## config.mk

```make
export PLATFORM = sky130hd
export DESIGN_NAME = gemm_out_stream_writer_flat
export DESIGN_NICKNAME = d
export VERILOG_FILES = /design/src/rtl/gemm_out_stream_writer_if.sv /design/src/rtl/gemm_out_stream_writer.sv /design/src/flat_wrapper.sv
export SDC_FILE = /design/constraint.sdc
export NUM_CORES = 1
export LEC_CHECK = 0
export BUFFER_PORTS_ARGS = -buffer_cell sky130_fd_sc_hd__buf_4
export CORE_MARGIN = 5
export CORE_UTILIZATION = 38
export CTS_CLUSTER_SIZE = 16
export DETAILED_ROUTE_END_ITERATION = 12
export PLACE_DENSITY = 0.59
export SKIP_CTS_REPAIR_TIMING = 1
export SLEW_MARGIN = 20
export SYNTH_ARGS = -nofsm -noshare
export SYNTH_HDL_FRONTEND = slang
export SYNTH_SLANG_ARGS = --single-unit
```

## constraint.sdc

```tcl
create_clock -name clk -period 11.4 [get_ports clk]
set_clock_uncertainty 0.05 [all_clocks]
set_input_delay 0.57 -clock clk [delete_from_list [all_inputs] [get_ports clk]]
set_output_delay 0.57 -clock clk [all_outputs]
set_load 0.01 [all_outputs]
```

## src/rtl/gemm_out_stream_writer_if.sv

```systemverilog
// Result-beat stream and O-buffer write port bundled for gemm_out_stream_writer.
// master: producer/memory side; slave: the writer itself.
interface gemm_out_stream_writer_if;
  logic         in_valid;
  logic [1:0]   in_row;
  logic [2:0]   in_tile_in_head;
  logic [127:0] in_data;
  logic         O_mem_we;
  logic [6:0]   O_mem_addr;
  logic [127:0] O_mem_din;
  logic         O_mem_ready;

  modport master (
    output in_valid, in_row, in_tile_in_head, in_data, O_mem_ready,
    input  O_mem_we, O_mem_addr, O_mem_din
  );

  modport slave (
    input  in_valid, in_row, in_tile_in_head, in_data, O_mem_ready,
    output O_mem_we, O_mem_addr, O_mem_din
  );
endinterface

```

## src/rtl/gemm_out_stream_writer.sv

```systemverilog
// Drains one head (32 beats) of GEMM results through a small FIFO into the O buffer.
// Optional beat-order checker enabled by defining GEMM_WR_ORDER_CHECK_EN.
module gemm_out_stream_writer #(
  parameter int         FIFO_DEPTH = 4,
  parameter logic [6:0] O_BASE     = 7'd0
) (
  input  logic                      clk,
  input  logic                      rst,
  input  logic                      start,
  input  logic [1:0]                head_sel,
  gemm_out_stream_writer_if.slave   bus,
  output logic                      busy,
  output logic                      done,
  output logic                      overflow,
  output logic                      order_err
);

  localparam int AW      = $clog2(FIFO_DEPTH);
  localparam int ENTRY_W = 7 + 128;

  localparam logic [AW-1:0] PTR_ONE  = AW'(1);
  localparam logic [AW:0]   CNT_ONE  = (AW + 1)'(1);
  localparam logic [AW:0]   CNT_ZERO = (AW + 1)'(0);
  localparam logic [AW:0]   CNT_FULL = (AW + 1)'(FIFO_DEPTH);

  typedef enum logic [1:0] {
    ST_IDLE  = 2'd0,
    ST_RUN   = 2'd1,
    ST_DRAIN = 2'd2,
    ST_DONE  = 2'd3
  } state_t;

  state_t                state_r;
  logic [1:0]            head_r;
  logic [5:0]            beat_cnt_r;
  logic                  busy_r;
  logic                  done_r;
  logic                  overflow_r;

  logic [ENTRY_W-1:0]    fifo_mem_r [FIFO_DEPTH];
  logic [AW-1:0]         wr_ptr_r;
  logic [AW-1:0]         rd_ptr_r;
  logic [AW:0]           count_r;

  logic                  empty_s;
  logic                  full_s;
  logic                  pop_s;
  logic                  beat_s;
  logic                  push_s;
  logic                  drop_s;
  logic [6:0]            beat_addr_s;

  assign empty_s     = (count_r == CNT_ZERO);
  assign full_s      = (count_r == CNT_FULL);
  assign pop_s       = !empty_s && bus.O_mem_ready;
  assign beat_s      = (state_r == ST_RUN) && bus.in_valid;
  // A pop in the same cycle frees a slot, so a beat arriving at full is still taken.
  assign push_s      = beat_s && (!full_s || pop_s);
  assign drop_s      = beat_s && full_s && !pop_s;
  assign beat_addr_s = O_BASE + {bus.in_row, head_r, bus.in_tile_in_head};

  assign bus.O_mem_we                   = !empty_s;
  assign {bus.O_mem_addr, bus.O_mem_din} = fifo_mem_r[rd_ptr_r];

  assign busy     = busy_r;
  assign done     = done_r;
  assign overflow = overflow_r;

  // Result FIFO storage, pointers and occupancy.
  always_ff @(posedge clk) begin
    if (rst) begin
      for (int i = 0; i < FIFO_DEPTH; i++) begin
        fifo_mem_r[i] <= {ENTRY_W{1'b0}};
      end
      wr_ptr_r <= {AW{1'b0}};
      rd_ptr_r <= {AW{1'b0}};
      count_r  <= CNT_ZERO;
    end else begin
      if (push_s) begin
        fifo_mem_r[wr_ptr_r] <= {beat_addr_s, bus.in_data};
        wr_ptr_r             <= wr_ptr_r + PTR_ONE;
      end
      if (pop_s) begin
        rd_ptr_r <= rd_ptr_r + PTR_ONE;
      end
      if (push_s && !pop_s) begin
        count_r <= count_r + CNT_ONE;
      end else if (pop_s && !push_s) begin
        count_r <= count_r - CNT_ONE;
      end else begin
        count_r <= count_r;
      end
    end
  end

  // Head sequencing FSM with registered status outputs.
  always_ff @(posedge clk) begin
    if (rst) begin
      state_r    <= ST_IDLE;
      head_r     <= 2'd0;
      beat_cnt_r <= 6'd0;
      busy_r     <= 1'b0;
      done_r     <= 1'b0;
      overflow_r <= 1'b0;
    end else begin
      done_r <= 1'b0;
      case (state_r)
        ST_IDLE: begin
          if (start) begin
            head_r     <= head_sel;
            beat_cnt_r <= 6'd0;
            overflow_r <= 1'b0;
            busy_r     <= 1'b1;
            state_r    <= ST_RUN;
          end
        end
        ST_RUN: begin
          // Dropped beats still count so a head always terminates.
          if (bus.in_valid) begin
            beat_cnt_r <= beat_cnt_r + 6'd1;
            if (beat_cnt_r == 6'd31) begin
              state_r <= ST_DRAIN;
            end
          end
        end
        ST_DRAIN: begin
          if (empty_s) begin
            state_r <= ST_DONE;
            done_r  <= 1'b1;
            busy_r  <= 1'b0;
          end
        end
        ST_DONE: begin
          state_r <= ST_IDLE;
        end
        default: begin
          state_r <= ST_IDLE;
        end
      endcase
      if (drop_s) begin
        overflow_r <= 1'b1;
      end
    end
  end

`ifdef GEMM_WR_ORDER_CHECK_EN
  logic order_err_r;

  assign order_err = order_err_r;

  // Sticky check that beats arrive row-major with tile fastest.
  always_ff @(posedge clk) begin
    if (rst) begin
      order_err_r <= 1'b0;
    end else if ((state_r == ST_IDLE) && start) begin
      order_err_r <= 1'b0;
    end else if (beat_s && ({bus.in_row, bus.in_tile_in_head} != beat_cnt_r[4:0])) begin
      order_err_r <= 1'b1;
    end else begin
      order_err_r <= order_err_r;
    end
  end
`else
  assign order_err = 1'b0;
`endif

endmodule

```

## src/flat_wrapper.sv

```systemverilog
// flat-port wrapper written by rule: the top's interface ports become plain ports
module gemm_out_stream_writer_flat 
#(
  parameter int         FIFO_DEPTH = 4,
  parameter logic [6:0] O_BASE     = 7'd0
)
  (clk, rst, start, head_sel, busy, done, overflow, order_err, bus_in_valid, bus_in_row, bus_in_tile_in_head, bus_in_data, bus_O_mem_ready, bus_O_mem_we, bus_O_mem_addr, bus_O_mem_din);
  gemm_out_stream_writer_if bus_i ();
  input  logic clk;
  input  logic rst;
  input  logic start;
  input  logic [1:0] head_sel;
  output logic busy;
  output logic done;
  output logic overflow;
  output logic order_err;
  input wire logic [$bits(bus_i.in_valid)-1:0] bus_in_valid;
  input wire logic [$bits(bus_i.in_row)-1:0] bus_in_row;
  input wire logic [$bits(bus_i.in_tile_in_head)-1:0] bus_in_tile_in_head;
  input wire logic [$bits(bus_i.in_data)-1:0] bus_in_data;
  input wire logic [$bits(bus_i.O_mem_ready)-1:0] bus_O_mem_ready;
  output wire logic [$bits(bus_i.O_mem_we)-1:0] bus_O_mem_we;
  output wire logic [$bits(bus_i.O_mem_addr)-1:0] bus_O_mem_addr;
  output wire logic [$bits(bus_i.O_mem_din)-1:0] bus_O_mem_din;
  assign bus_i.in_valid = bus_in_valid;
  assign bus_i.in_row = bus_in_row;
  assign bus_i.in_tile_in_head = bus_in_tile_in_head;
  assign bus_i.in_data = bus_in_data;
  assign bus_i.O_mem_ready = bus_O_mem_ready;
  assign bus_O_mem_we = bus_i.O_mem_we;
  assign bus_O_mem_addr = bus_i.O_mem_addr;
  assign bus_O_mem_din = bus_i.O_mem_din;
  gemm_out_stream_writer #(.FIFO_DEPTH(FIFO_DEPTH), .O_BASE(O_BASE)) u_core (.clk(clk), .rst(rst), .start(start), .head_sel(head_sel), .bus(bus_i), .busy(busy), .done(done), .overflow(overflow), .order_err(order_err));
endmodule
```

==> metrics.md, run 1 <==
| Metric | Value |
|---|---|
| Max cap viols | 0 |
| Buffer levels on the longest clock path | 3 |
| CTS tree | yes |
| Type of the worst setup path | reg2reg |
| Buffers and inverters on the worst path | 4 |
| Residual antenna-violating net count after detailed routing | 0 |
| Area enclosed by the die boundary | ~67,000 sq um |
| Die height | about 260 um |
| Synthesized Nets | around 1.7k |
| ANT cells | 0 |
| Number of buffer cells added on primary ports | approximately 280 |
| Setup TNS | 0 ps |
| Buffer cell driving the clock tree root | sky130_fd_sc_hd__clkbuf_16 |
| Worst-path clk slew | ~60 ps |
| Core ar. | 61,600 sq um |
| Slew at the pin closest to its max-slew limit | roughly 1100 ps |
| Leakage power figure | between 10 and 15 nW |
| Critical path startpoint category | flop |
| Critical-path top delay cell | sky130_fd_sc_hd__buf_4 |
| Most used flip-flop cell after synthesis | sky130_fd_sc_hd__edfxtp_1 |
| Number of H-tree levels | 2 |
| Final WL | 59.5 mm |
| Num CTS Buffers | slightly below 60 |
| Total via count after detailed routing | between 10k and 15k |
| Share of post-route cells with drive strength above 1 | 0.304 |
| Mapped Cells | around 1.6k |
| Effective utilization at floorplan | 0.382 |
| Dominant cell type by count on the critical path | sky130_fd_sc_hd__buf_4 |
| Initial DRC Count | 1,070 |
| Stage delay of the slowest cell on the critical path | 770 ps |
| Category of the worst setup path capture point | flop |
| Total track usage | 0.174 |
| Portion of the clock cycle consumed by the worst path in the final layout | 0.405 |
| Gpl congestion | between 0.7 and 0.8 |
| Type of the tightest min-delay check | in2reg |
| Max rail drop VDD | ~0.14 mV |
| Via density per instance | 5.05 |
| Number of global-route vias before repair | 14.4k |
| TritonRoute pass-1 iters | 5 |
| Portion of the post-synthesis area used by sequential elements | 0.707 |
| Setup violation total in the final timing report | 0 |
| Die boundary width | between 200 and 300 um |
| Area growth from synthesis to layout | 20.1% |
| Arrival @ worst endpoint | 4820 ps |
| Yosys Warn Count | 0 |
| Final standard cell utilization of the core | 0.459 |
| DRC violations left | 0 |
| Net count reported at finish | slightly below 2k |
| Hold Fails Final Rpt | 0 |
| Mean Syn Cell Area | 15.0 sq um |
| Share of async-settable or async-resettable flops after synthesis | 0 |
| EDFF count, synth | between 500 and 600 |
| Final number of max-transition violations | 0 |
| Maximum fanout encountered on the critical timing path | 66 |
| TritonCTS sink count | 562 |
| Max frequency | roughly 0.22 GHz |
| Worst path cell trace | inv_1, ha_1, nand2_1, or2_4, inv_2, nand3_4, nand2_4, buf_4, buf_4 |
| Worst-case hold slack | 205 ps |
| Clock latency at the later pin of the worst-skew pair | 620 ps |
| Global-route wire length before repair | about 90 mm |
| Post-synthesis cell type count | 39 |
| Total congestion overflow | 0 |
| Clock period minus final worst setup slack | 4620 ps |
| Relative slew margins | 0.260 |
| Maximum number of pins on one net before global-route repair | 75 |
| Register bit count reported by yosys | between 500 and 600 |
| Antenna violations before repair | 0 |
| Power per standard cell area | 209 nW/um^2 |
| DP Wirelength | 34.0 mm |
| Status | finished clean |
| Area of the mapped netlist | about 24,000 sq um |
| CP top delay family | buffers and inverters |
| FP Rows | just over 90 |
| Number of I/O pins | 280 |
| Data required, critical path | 11,600 ps |
| Unrepaired setup endpoints after global routing | false |
| Wire length per cell | 22.0 um |
==> worst register-to-register path: cells and delay by family (launching register included) <==
| family | cells | cell delay [ps] |
|---|---|---|
| buffers and inverters | 4 | 1850 |
| AND/OR/NAND/NOR | 4 | 1690 |
| adder cells (fa/ha/maj) | 1 | 310 |
| flip-flops | 1 | 310 |
==> routing by layer <==
| layer | part of all wire | vias up | track usage |
|---|---|---|---|
| li1 | - | 6194 | - |
| met2 | 0.51 | 424 | 0.298 |
| met3 | 0.061 | 72 | 0.0335 |
| met1 | 0.40 | 6963 | 0.231 |
| met5 | 0 | - | 0 |
| met4 | 0.022 | 0 | 0.0419 |
==> synth_stat cells, types with 2 or more instances <==
cell	instances	area share
sky130_fd_sc_hd__nor3_1	3	0.00064
sky130_fd_sc_hd__nand3_1	8	0.0017
sky130_fd_sc_hd__buf_2	44	0.0093
sky130_fd_sc_hd__nor2_2	9	0.0024
sky130_fd_sc_hd__clkbuf_1	48	0.0076
sky130_fd_sc_hd__buf_6	2	0.00096
sky130_fd_sc_hd__xor2_1	4	0.0015
sky130_fd_sc_hd__nor2_4	30	0.014
sky130_fd_sc_hd__mux4_2	135	0.13
sky130_fd_sc_hd__a21oi_1	9	0.0019
sky130_fd_sc_hd__buf_8	3	0.0019
sky130_fd_sc_hd__nand2_1	147	0.023
sky130_fd_sc_hd__edfxtp_1	540	0.69
sky130_fd_sc_hd__inv_1	5	0.00080
sky130_fd_sc_hd__buf_1	12	0.0019
sky130_fd_sc_hd__xnor2_1	5	0.0019
sky130_fd_sc_hd__ha_1	5	0.0027
sky130_fd_sc_hd__o21ai_0	5	0.0011
sky130_fd_sc_hd__or3_1	3	0.00080
sky130_fd_sc_hd__nor2_1	517	0.082
sky130_fd_sc_hd__dfxtp_1	22	0.019
sky130_fd_sc_hd__mux2i_1	2	0.00085
==> power by group <==
part	switching [mW]	internal (mW)
clock network	0.791	1.06
logic	0.805	0.682
registers	0.0957	2.48
==> area by class of cell <==
class	instances	area, sq um
Clock inverter	31	324
Tap cell	837	1050
Sequential cell	562	16700
Fill cell	5465	33300
Clock buffer	72	1530
Timing Repair Buffer	301	2300
Multi-Input combinational cell	896	6410
Inverter	7	28.8
==> kinds of logic after synthesis <==
group           after synthesis  share of synthesized area
buf+inv                     117                     0.0232
simple gates                723                      0.128
fa+ha+maj                     6                    0.00351
mux                         137                      0.130
compound gates               20                    0.00510
xor+xnor                      9                    0.00335
other cells                   1                   0.000159
flops                       562                      0.707
==> flip-flops by register name (all words and copies together) (netlist names), named ones only <==
register and cells:
u_core.beat_cnt_r 6, u_core.busy 1, u_core.count_r 3, u_core.done 1, u_core.fifo_mem_r 540, u_core.head_r 2, u_core.overflow 1, u_core.rd_ptr_r 2
u_core.state_r 2, u_core.wr_ptr_r 2
==> cells in the final DEF (no fill, tap or decap), types with 7 or more instances in the layout <==
cell and n:
sky130_fd_sc_hd__a21oi_1 9, sky130_fd_sc_hd__buf_4 298, sky130_fd_sc_hd__clkbuf_1 13, sky130_fd_sc_hd__clkbuf_16 59, sky130_fd_sc_hd__clkinv_1 10, sky130_fd_sc_hd__clkinv_2 12
sky130_fd_sc_hd__dfxtp_1 20, sky130_fd_sc_hd__edfxtp_1 540, sky130_fd_sc_hd__mux4_2 135, sky130_fd_sc_hd__nand2_1 143, sky130_fd_sc_hd__nand3_1 7, sky130_fd_sc_hd__nor2_1 517
sky130_fd_sc_hd__nor2_2 9, sky130_fd_sc_hd__nor2_4 30
==> worst paths after layout <==
| check | from | endpoint | slack, ps | cells past startpoint |
|---|---|---|---|---|
| worst max-delay path | u_core.state_r[1] | u_core.fifo_mem_r[2][118] | 6780 | 9 |
| worst min-delay path | bus_in_valid | u_core.overflow | 210 | 3 |
| worst max register to register | u_core.state_r[1] | u_core.fifo_mem_r[2][118] | 6780 | 9 |
| worst min register to register | u_core.head_r[1] | u_core.head_r[1] | 450 | 2 |
==> stage by stage <==
step / instances / power (mW) / instance area [sq um] / worst slack (ps)
5_1_grt: 2706 / 6.18 / 28300 / 6460
2_1_floorplan: 1575 / 3.49 / 23600 / 6320
3_3_place_gp: 2601 / 4.13 / 26400 / 6560
4_1_cts: 2704 / 6.00 / 28200 / 6640
6_report: 2706 / 5.92 / 28300 / 6780
3_5_place_dp: 2601 / 4.14 / 26400 / 6500
Note: power is estimated with default switching activity, not from simulation.
==> inputs of run 2 (changes only) <==
--- a/config.mk
+++ b/config.mk
@@ -10,7 +10,7 @@
 export CORE_UTILIZATION = 38
 export CTS_CLUSTER_SIZE = 16
 export DETAILED_ROUTE_END_ITERATION = 12
-export PLACE_DENSITY = 0.59
+export PLACE_DENSITY = 0.61
 export SKIP_CTS_REPAIR_TIMING = 1
 export SLEW_MARGIN = 20
 export SYNTH_ARGS = -nofsm -noshare
==> constraint.sdc (replaced) <==
create_clock -name clk -period 4 [get_ports clk]
set_clock_uncertainty 0.05 [all_clocks]
set_input_delay 0.2 -clock clk [delete_from_list [all_inputs] [get_ports clk]]
set_output_delay 0.2 -clock clk [all_outputs]
set_load 0.01 [all_outputs]
==> run 2 against run 1 <==
Effect of this change: the flow now finishes with violations (negative hold slack); combinational power grew to 3.0 times the previous value; total power rose to 2.9 times the previous value; cell area grew 5.6%; worst hold slack worse by 220 ps; non-clock buffer count is 145 higher; highest routed layer is now met5; critical path depth down 6; sequential cell count stayed put.
==> metrics.md, run 2 (same netlist as run 1, synthesis figures left out) <==
| Metric | Value |
|---|---|
| Number of global-route vias before repair | 14.7k (was 14.4k) |
| Hold Fails Final Rpt | 6 (was 0) |
| Final WL | 60.0 mm (was 59.5 mm) |
| Total track usage | 0.174 (about the same) |
| Antenna violations before repair | 1 (was 0) |
| Die boundary width | 259 um (unchanged) |
| Initial DRC Count | 1,039 (was 1,070) |
| Critical path startpoint category | flop (unchanged) |
| Largest reg by FF count | u_core.fifo_mem_r (unchanged) |
| Core ar. | 61,600 sq um (unchanged) |
| Max frequency | around 0.35 GHz |
| DRC violations left | 0 (unchanged) |
| Net count reported at finish | 2,117 (was 1,972) |
| ANT cells | 0 (unchanged) |
| Failing checks | negative hold slack |
| Placed Cells incl. Taps | 2,612 (was 2,601) |
| Clock latency at the later pin of the worst-skew pair | 600 ps (was 620 ps) |
| Maximum fanout encountered on the critical timing path | 34 (was 66) |
| Num CTS Buffers | 58 (unchanged) |
| Slew at the pin closest to its max-slew limit | 966 ps (was 1110 ps) |
| Effective utilization at floorplan | 0.382 (unchanged) |
| Number of instances on the worst hold path | 3 (unchanged) |
| Total congestion overflow | 0 (unchanged) |
| Wire length per cell | 21.0 um (was 22.0 um) |
| Buffer cell driving the clock tree root | sky130_fd_sc_hd__clkbuf_16 (unchanged) |
| R2r setup slk | 1150 ps (was 6780 ps) |
| CTS tree | yes (unchanged) |
| Number of I/O pins | 280 (unchanged) |
| Area enclosed by the die boundary | 67,100 sq um (unchanged) |
| Most frequent cells in the layout | 540 x sky130_fd_sc_hd__edfxtp_1, 517 x sky130_fd_sc_hd__nor2_1, 296 x sky130_fd_sc_hd__buf_4 (was 540 x sky130_fd_sc_hd__edfxtp_1, 517 x sky130_fd_sc_hd__nor2_1, 298 x sky130_fd_sc_hd__buf_4) |
| Max rail drop VDD | 0.358 mV (was 0.142 mV) |
| Worst hold start | bus_in_data[122] (was bus_in_valid) |
| Number of buffer cells added on primary ports | 278 (unchanged) |
| Stage delay of the slowest cell on the critical path | 860 ps (was 770 ps) |
| Worst reg2reg endpoint | u_core.fifo_mem_r[0][83] (was u_core.fifo_mem_r[2][118]) |
| DP Wirelength | 33.7 mm (was 34.0 mm) |
| CP top delay family | flip-flops (was buffers and inverters) |
| Registers with the most flip-flops | u_core.fifo_mem_r x540, u_core.beat_cnt_r x6, u_core.count_r x3 (unchanged) |
| Residual antenna-violating net count after detailed routing | 0 (unchanged) |
| Type of the tightest min-delay check | in2reg (unchanged) |
| Worst path cell trace | buf_4, mux4_2, buf_4 (was inv_1, ha_1, nand2_1, or2_4, inv_2, nand3_4, nand2_4, buf_4, buf_4) |
| Register-to-Register Path Depth | 7 (was 9) |
| Data required, critical path | 3750 ps (was 11,600 ps) |
| Die height | 259 um (unchanged) |
| Critical Path Stages | 3 (was 9) |
| Buffers and inverters on the worst path | 2 (was 4) |
| Final number of max-transition violations | 0 (unchanged) |
| Max cap viols | 0 (unchanged) |
| Status | complete, but fails checks (was finished clean) |
| Post-route non-filler standard cell count | 2,856 (was 2,706) |
| Via density per instance | 5.03 (was 5.05) |
| Setup TNS | 0 ps (unchanged) |
| Leakage power figure | 10.8 nW (was 10.1 nW) |
| Clock period minus final worst setup slack | just under 3000 ps |
| R2r startpoint | u_core.state_r[1] (unchanged) |
| TritonCTS sink count | 562 (unchanged) |
| Share of post-route cells with drive strength above 1 | 0.285 (was 0.304) |
| Unrepaired setup endpoints after global routing | false (unchanged) |
| Fillers | 5,303 (was 5,465) |
| Capture endpoint of the worst hold path | u_core.fifo_mem_r[3][122] (was u_core.overflow) |
| Type of the worst setup path | reg2out (was reg2reg) |
| Dominant cell type by count on the critical path | sky130_fd_sc_hd__buf_4 (unchanged) |
| TritonRoute pass-1 iters | 5 (unchanged) |
| Global-route wire length before repair | 90.3 mm (was 89.7 mm) |
| FP Rows | 91 (unchanged) |
| Total via count after detailed routing | 14.4k (was 13.7k) |
| Relative slew margins | 0.356 (was 0.260) |
| Most common library cell in the layout ignoring fill and taps | sky130_fd_sc_hd__edfxtp_1 (unchanged) |
| Critical-path top delay cell | sky130_fd_sc_hd__dfxtp_4 (was sky130_fd_sc_hd__buf_4) |
| Power per standard cell area | 571 nW/um^2 (was 209 nW/um^2) |
| Category of the worst setup path capture point | output port (was flop) |
| Number of H-tree levels | 2 (unchanged) |
| Arrival @ worst endpoint | 2640 ps (was 4820 ps) |
| Worst-path clk slew | 60 ps (about the same) |
| Worst-case hold slack | -15.6 ps (was 205 ps) |
| Maximum number of pins on one net before global-route repair | 136 (was 75) |
| Largest register FFs | 540 (unchanged) |
| Buffer levels on the longest clock path | 3 (unchanged) |
| Area growth from synthesis to layout | 26.9% (was 20.1%) |
| Gpl congestion | 0.771 (was 0.731) |
| Setup violation total in the final timing report | 0 (unchanged) |
| Portion of the clock cycle consumed by the worst path in the final layout | 0.721 |
run 2: worst max path at each step:
stage	to
finish	bus_O_mem_din[45]
CTS	bus_O_mem_din[3]
detailed placement	u_core.fifo_mem_r[0][79]
floorplan	u_core.fifo_mem_r[0][0]
global route	bus_O_mem_din[31]
global placement	u_core.fifo_mem_r[0][79]
run 2: through the flow:
| stage | hold WS [ps] | utilization | area (sq um) | total power, mW | worst slack (ps) |
|---|---|---|---|---|---|
| 2_1_floorplan | 297 | - | 23600 | 9.90 | 226 |
| 3_3_place_gp | 403 | 0.433 | 26700 | 11.9 | 1150 |
| 3_5_place_dp | 415 | 0.433 | 26700 | 11.9 | 1130 |
| 4_1_cts | -222 | 0.463 | 28500 | 17.2 | 976 |
| 5_1_grt | 0.479 | 0.485 | 29900 | 17.8 | 919 |
| 6_report | -15.6 | 0.485 | 29900 | 17.1 | 1110 |
run 2: per-layer routing:
| layer | track usage | vias up | routed length (um) |
|---|---|---|---|
| li1 | - | 6501 | - |
| met1 | 0.240 | 7293 | 24800 |
| met2 | 0.291 | 475 | 30000 |
| met3 | 0.0328 | 85 | 3670 |
| met4 | 0.0418 | 2 | 1390 |
| met5 | 0 | - | 7 |
run 2: worst min-delay path: stages:
cell                      delay, ps
sky130_fd_sc_hd__buf_4           90
sky130_fd_sc_hd__nand2_1        120
sky130_fd_sc_hd__nor2_1         110
run 2: report_power, final:
part | switching [mW] | total (mW) | leakage [nW] | internal [mW]
clock | 2.23 | 5.28 | 0.894 | 3.05
combinational | 2.35 | 4.46 | 4.12 | 2.11
sequential | 0.252 | 7.32 | 5.77 | 7.07
total | 4.83 | 17.1 | 10.8 | 12.2
run 2: cell type report:
cell class,count,area [sq um],share of cell area
Sequential cell,562,16700,0.557
Tap cell,837,1050,0.0350
Multi-Input combinational cell,896,6440,0.216
Clock inverter,37,345,0.0116
Timing Repair Buffer,446,3860,0.129
Inverter,7,31.3,0.00105
Clock buffer,71,1500,0.0502
==> inputs of run 3 (changes only) <==
--- a/config.mk
+++ b/config.mk
@@ -10,7 +10,7 @@
 export CORE_UTILIZATION = 38
 export CTS_CLUSTER_SIZE = 16
 export DETAILED_ROUTE_END_ITERATION = 12
-export PLACE_DENSITY = 0.61
+export PLACE_DENSITY = 0.59
 export SKIP_CTS_REPAIR_TIMING = 1
 export SLEW_MARGIN = 20
 export SYNTH_ARGS = -nofsm -noshare
==> constraint.sdc (replaced) <==
create_clock -name clk -period 2.7 [get_ports clk]
set_clock_uncertainty 0.05 [all_clocks]
set_input_delay 0.135 -clock clk [delete_from_list [all_inputs] [get_ports clk]]
set_output_delay 0.135 -clock clk [all_outputs]
set_load 0.01 [all_outputs]
==> run 3 against run 2 <==
Effect of this change: critical endpoint is now bus_O_mem_din[50]; largest power group unchanged; sequential power up 48%; final cell count grew 0.67%; combinational power up 52%; setup slack lost 950 ps; sequential share of layout area is 0.66 points lower; die area is the same; total power increased by 48%; clock power is 46% higher; first-iteration DRC count down 13%; sequential cell count unchanged; the run now ends clean; core utilization grew 0.58 points.
==> metrics.md, run 3 (same netlist as run 1, synthesis figures left out) <==
| Metric | Value |
|---|---|
| Status | finished clean (was complete, but fails checks) |
| Share of total power consumed by net switching | 0.283 (about the same) |
| Buffer cell driving the clock tree root | sky130_fd_sc_hd__clkbuf_16 (unchanged) |
| Effective utilization at floorplan | 0.382 (unchanged) |
| Num CTS Buffers | 58 (unchanged) |
| Portion of the clock cycle consumed by the worst path in the final layout | 0.940 |
| Max rail drop VDD | 0.667 mV (was 0.358 mV) |
| Antenna violations before repair | 1 (unchanged) |
| Clock period minus final worst setup slack | approximately 2500 ps |
| Initial DRC Count | 906 (was 1,039) |
| Final WL | 61.4 mm (was 60.0 mm) |
| DRC violations left | 0 (unchanged) |
| CTS tree | yes (unchanged) |
| Most common library cell in the layout ignoring fill and taps | sky130_fd_sc_hd__edfxtp_1 (unchanged) |
| Data required, critical path | 2520 ps (was 3750 ps) |
| Final standard cell utilization of the core | 0.491 (was 0.485) |
| Buffer levels on the longest clock path | 3 (unchanged) |
| Hold Fails Final Rpt | 0 (was 6) |
| Power consumption | 25.3 mW (was 17.1 mW) |
| Number of H-tree levels | 2 (unchanged) |
| Total track usage | 0.175 (was 0.174) |
| Residual antenna-violating net count after detailed routing | 0 (unchanged) |
| FP Rows | 91 (unchanged) |
| Setup TNS | 0 ps (unchanged) |
| Via density per instance | 5.01 (was 5.03) |
| Maximum fanout encountered on the critical timing path | 31 (was 34) |
| Type of the tightest min-delay check | in2reg (unchanged) |
| Category of the worst setup path capture point | output port (unchanged) |
| Arrival @ worst endpoint | 2350 ps (was 2640 ps) |
| TritonRoute pass-1 iters | 5 (unchanged) |
| Setup violation total in the final timing report | 0 (unchanged) |
| Internal power summed over all cells | 18.1 mW (was 12.2 mW) |
| Registers with the most flip-flops | u_core.fifo_mem_r x540, u_core.beat_cnt_r x6, u_core.count_r x3 (unchanged) |
| Part of the total power dissipated in combinational logic | 0.268 (was 0.261) |
| Flop pwr share | 0.427 (was 0.429) |
| Clock latency at the later pin of the worst-skew pair | 600 ps (about the same) |
| Smallest setup slack after layout | 161 ps (was 1110 ps) |
| Non-Filler Cell Area, Final | 30,300 sq um (was 29,900 sq um) |
| Power per standard cell area | 837 nW/um^2 (was 571 nW/um^2) |
| Pre-CTS WS | 295 ps (was 1130 ps) |
| Worst-case hold slack | 5.74 ps (was -15.6 ps) |
| Relative slew margins | 0.233 (was 0.356) |
| Largest register FFs | 540 (unchanged) |
| Leakage power figure | 10.9 nW (was 10.8 nW) |
| Core ar. | 61,600 sq um (unchanged) |
| Largest reg by FF count | u_core.fifo_mem_r (unchanged) |
| Share of post-route cells with drive strength above 1 | 0.288 (was 0.285) |
| Number of global-route vias before repair | 14.6k (was 14.7k) |
| Total via count after detailed routing | 14.4k (about the same) |
| Area growth from synthesis to layout | 28.4% (was 26.9%) |
| Gpl congestion | 0.749 (was 0.771) |
| Unrepaired setup endpoints after global routing | false (unchanged) |
| Placed Cells incl. Taps | 2,626 (was 2,612) |
| DP Wirelength | 35.0 mm (was 33.7 mm) |
| Maximum number of pins on one net before global-route repair | 137 (was 136) |
| TritonCTS sink count | 562 (unchanged) |
| R2r setup slk | 240 ps (was 1150 ps) |
| Total congestion overflow | 0 (unchanged) |
| Area enclosed by the die boundary | 67,100 sq um (unchanged) |
| Number of buffer cells added on primary ports | 278 (unchanged) |
| Max frequency | 0.394 GHz |
| Net count reported at finish | 2,140 (was 2,117) |
| Clock network power share | 0.305 (was 0.309) |
| Die boundary width | 259 um (unchanged) |
| Worst-path clk slew | 60 ps (about the same) |
| Critical path startpoint category | flop (unchanged) |
| Most frequent cells in the layout | 540 x sky130_fd_sc_hd__edfxtp_1, 517 x sky130_fd_sc_hd__nor2_1, 295 x sky130_fd_sc_hd__buf_4 (was 540 x sky130_fd_sc_hd__edfxtp_1, 517 x sky130_fd_sc_hd__nor2_1, 296 x sky130_fd_sc_hd__buf_4) |
| Type of the worst setup path | reg2out (unchanged) |
| Die height | 259 um (unchanged) |
| Final number of max-transition violations | 0 (unchanged) |
| Net switching power figure | 7.18 mW (was 4.83 mW) |
| Wire length per cell | 21.3 um (was 21.0 um) |
| Post-route non-filler standard cell count | 2,875 (was 2,856) |
| Number of I/O pins | 280 (unchanged) |
| Placed Instance Area | 27,000 sq um (was 26,700 sq um) |
| Global-route wire length before repair | 90.2 mm (was 90.3 mm) |
| Slew at the pin closest to its max-slew limit | 1150 ps (was 966 ps) |
| Max cap viols | 0 (unchanged) |
## run 3: cell count changes in the layout (fill, tap and decap cells not counted), sizes merged
cell,change
inv,-3
clkbuf,-1
bufinv,-1
diode,+1
buf,+14
dlygate4sd3,+9
## run 3: worst paths after layout
| path | startpoint | endpoint | cells past startpoint |
|---|---|---|---|
| worst min register to register | u_core.rd_ptr_r[1] | flop | 2 |
| worst max register to register | u_core.count_r[0] | u_core.fifo_mem_r[0][56] | 5 |
| worst min-delay path | bus_in_data[47] | u_core.fifo_mem_r[3][47] | 3 |
| worst max-delay path | flop | bus_O_mem_din[50] | 3 |
## run 3: cell type report
class                      instances  area [sq um]
clock inverter                    33           302
timing repair buffer             469          4250
sequential                       562         16700
multi-input combinational        896          6440
tap                              837          1050
inverter                           7          31.3
antenna                            1          2.50
fill                            5292         31300
clock buffer                      70          1520
## run 3: power by group through the flow
stage	clock network (mW)	logic, mW	registers [mW]
floorplan	0	3.85	10.8
global placement	0	6.70	11.0
detailed placement	0	6.72	11.0
CTS	7.90	6.74	10.8
global route	8.28	7.26	10.9
finish	7.72	6.79	10.8
## run 3: critical path: stages (launching register included)
cell and delay, ps:
sky130_fd_sc_hd__dfxtp_4 630, sky130_fd_sc_hd__buf_16 320, sky130_fd_sc_hd__mux4_2 610, sky130_fd_sc_hd__buf_4 170
## run 3: metal layers
metal,GRT usage,vias to the layer above,part of all wire
met5,0,-,0
met4,0.0469,0,0.022
met3,0.0345,84,0.060
met2,0.302,435,0.51
met1,0.228,7348,0.41
li1,-,6549,-
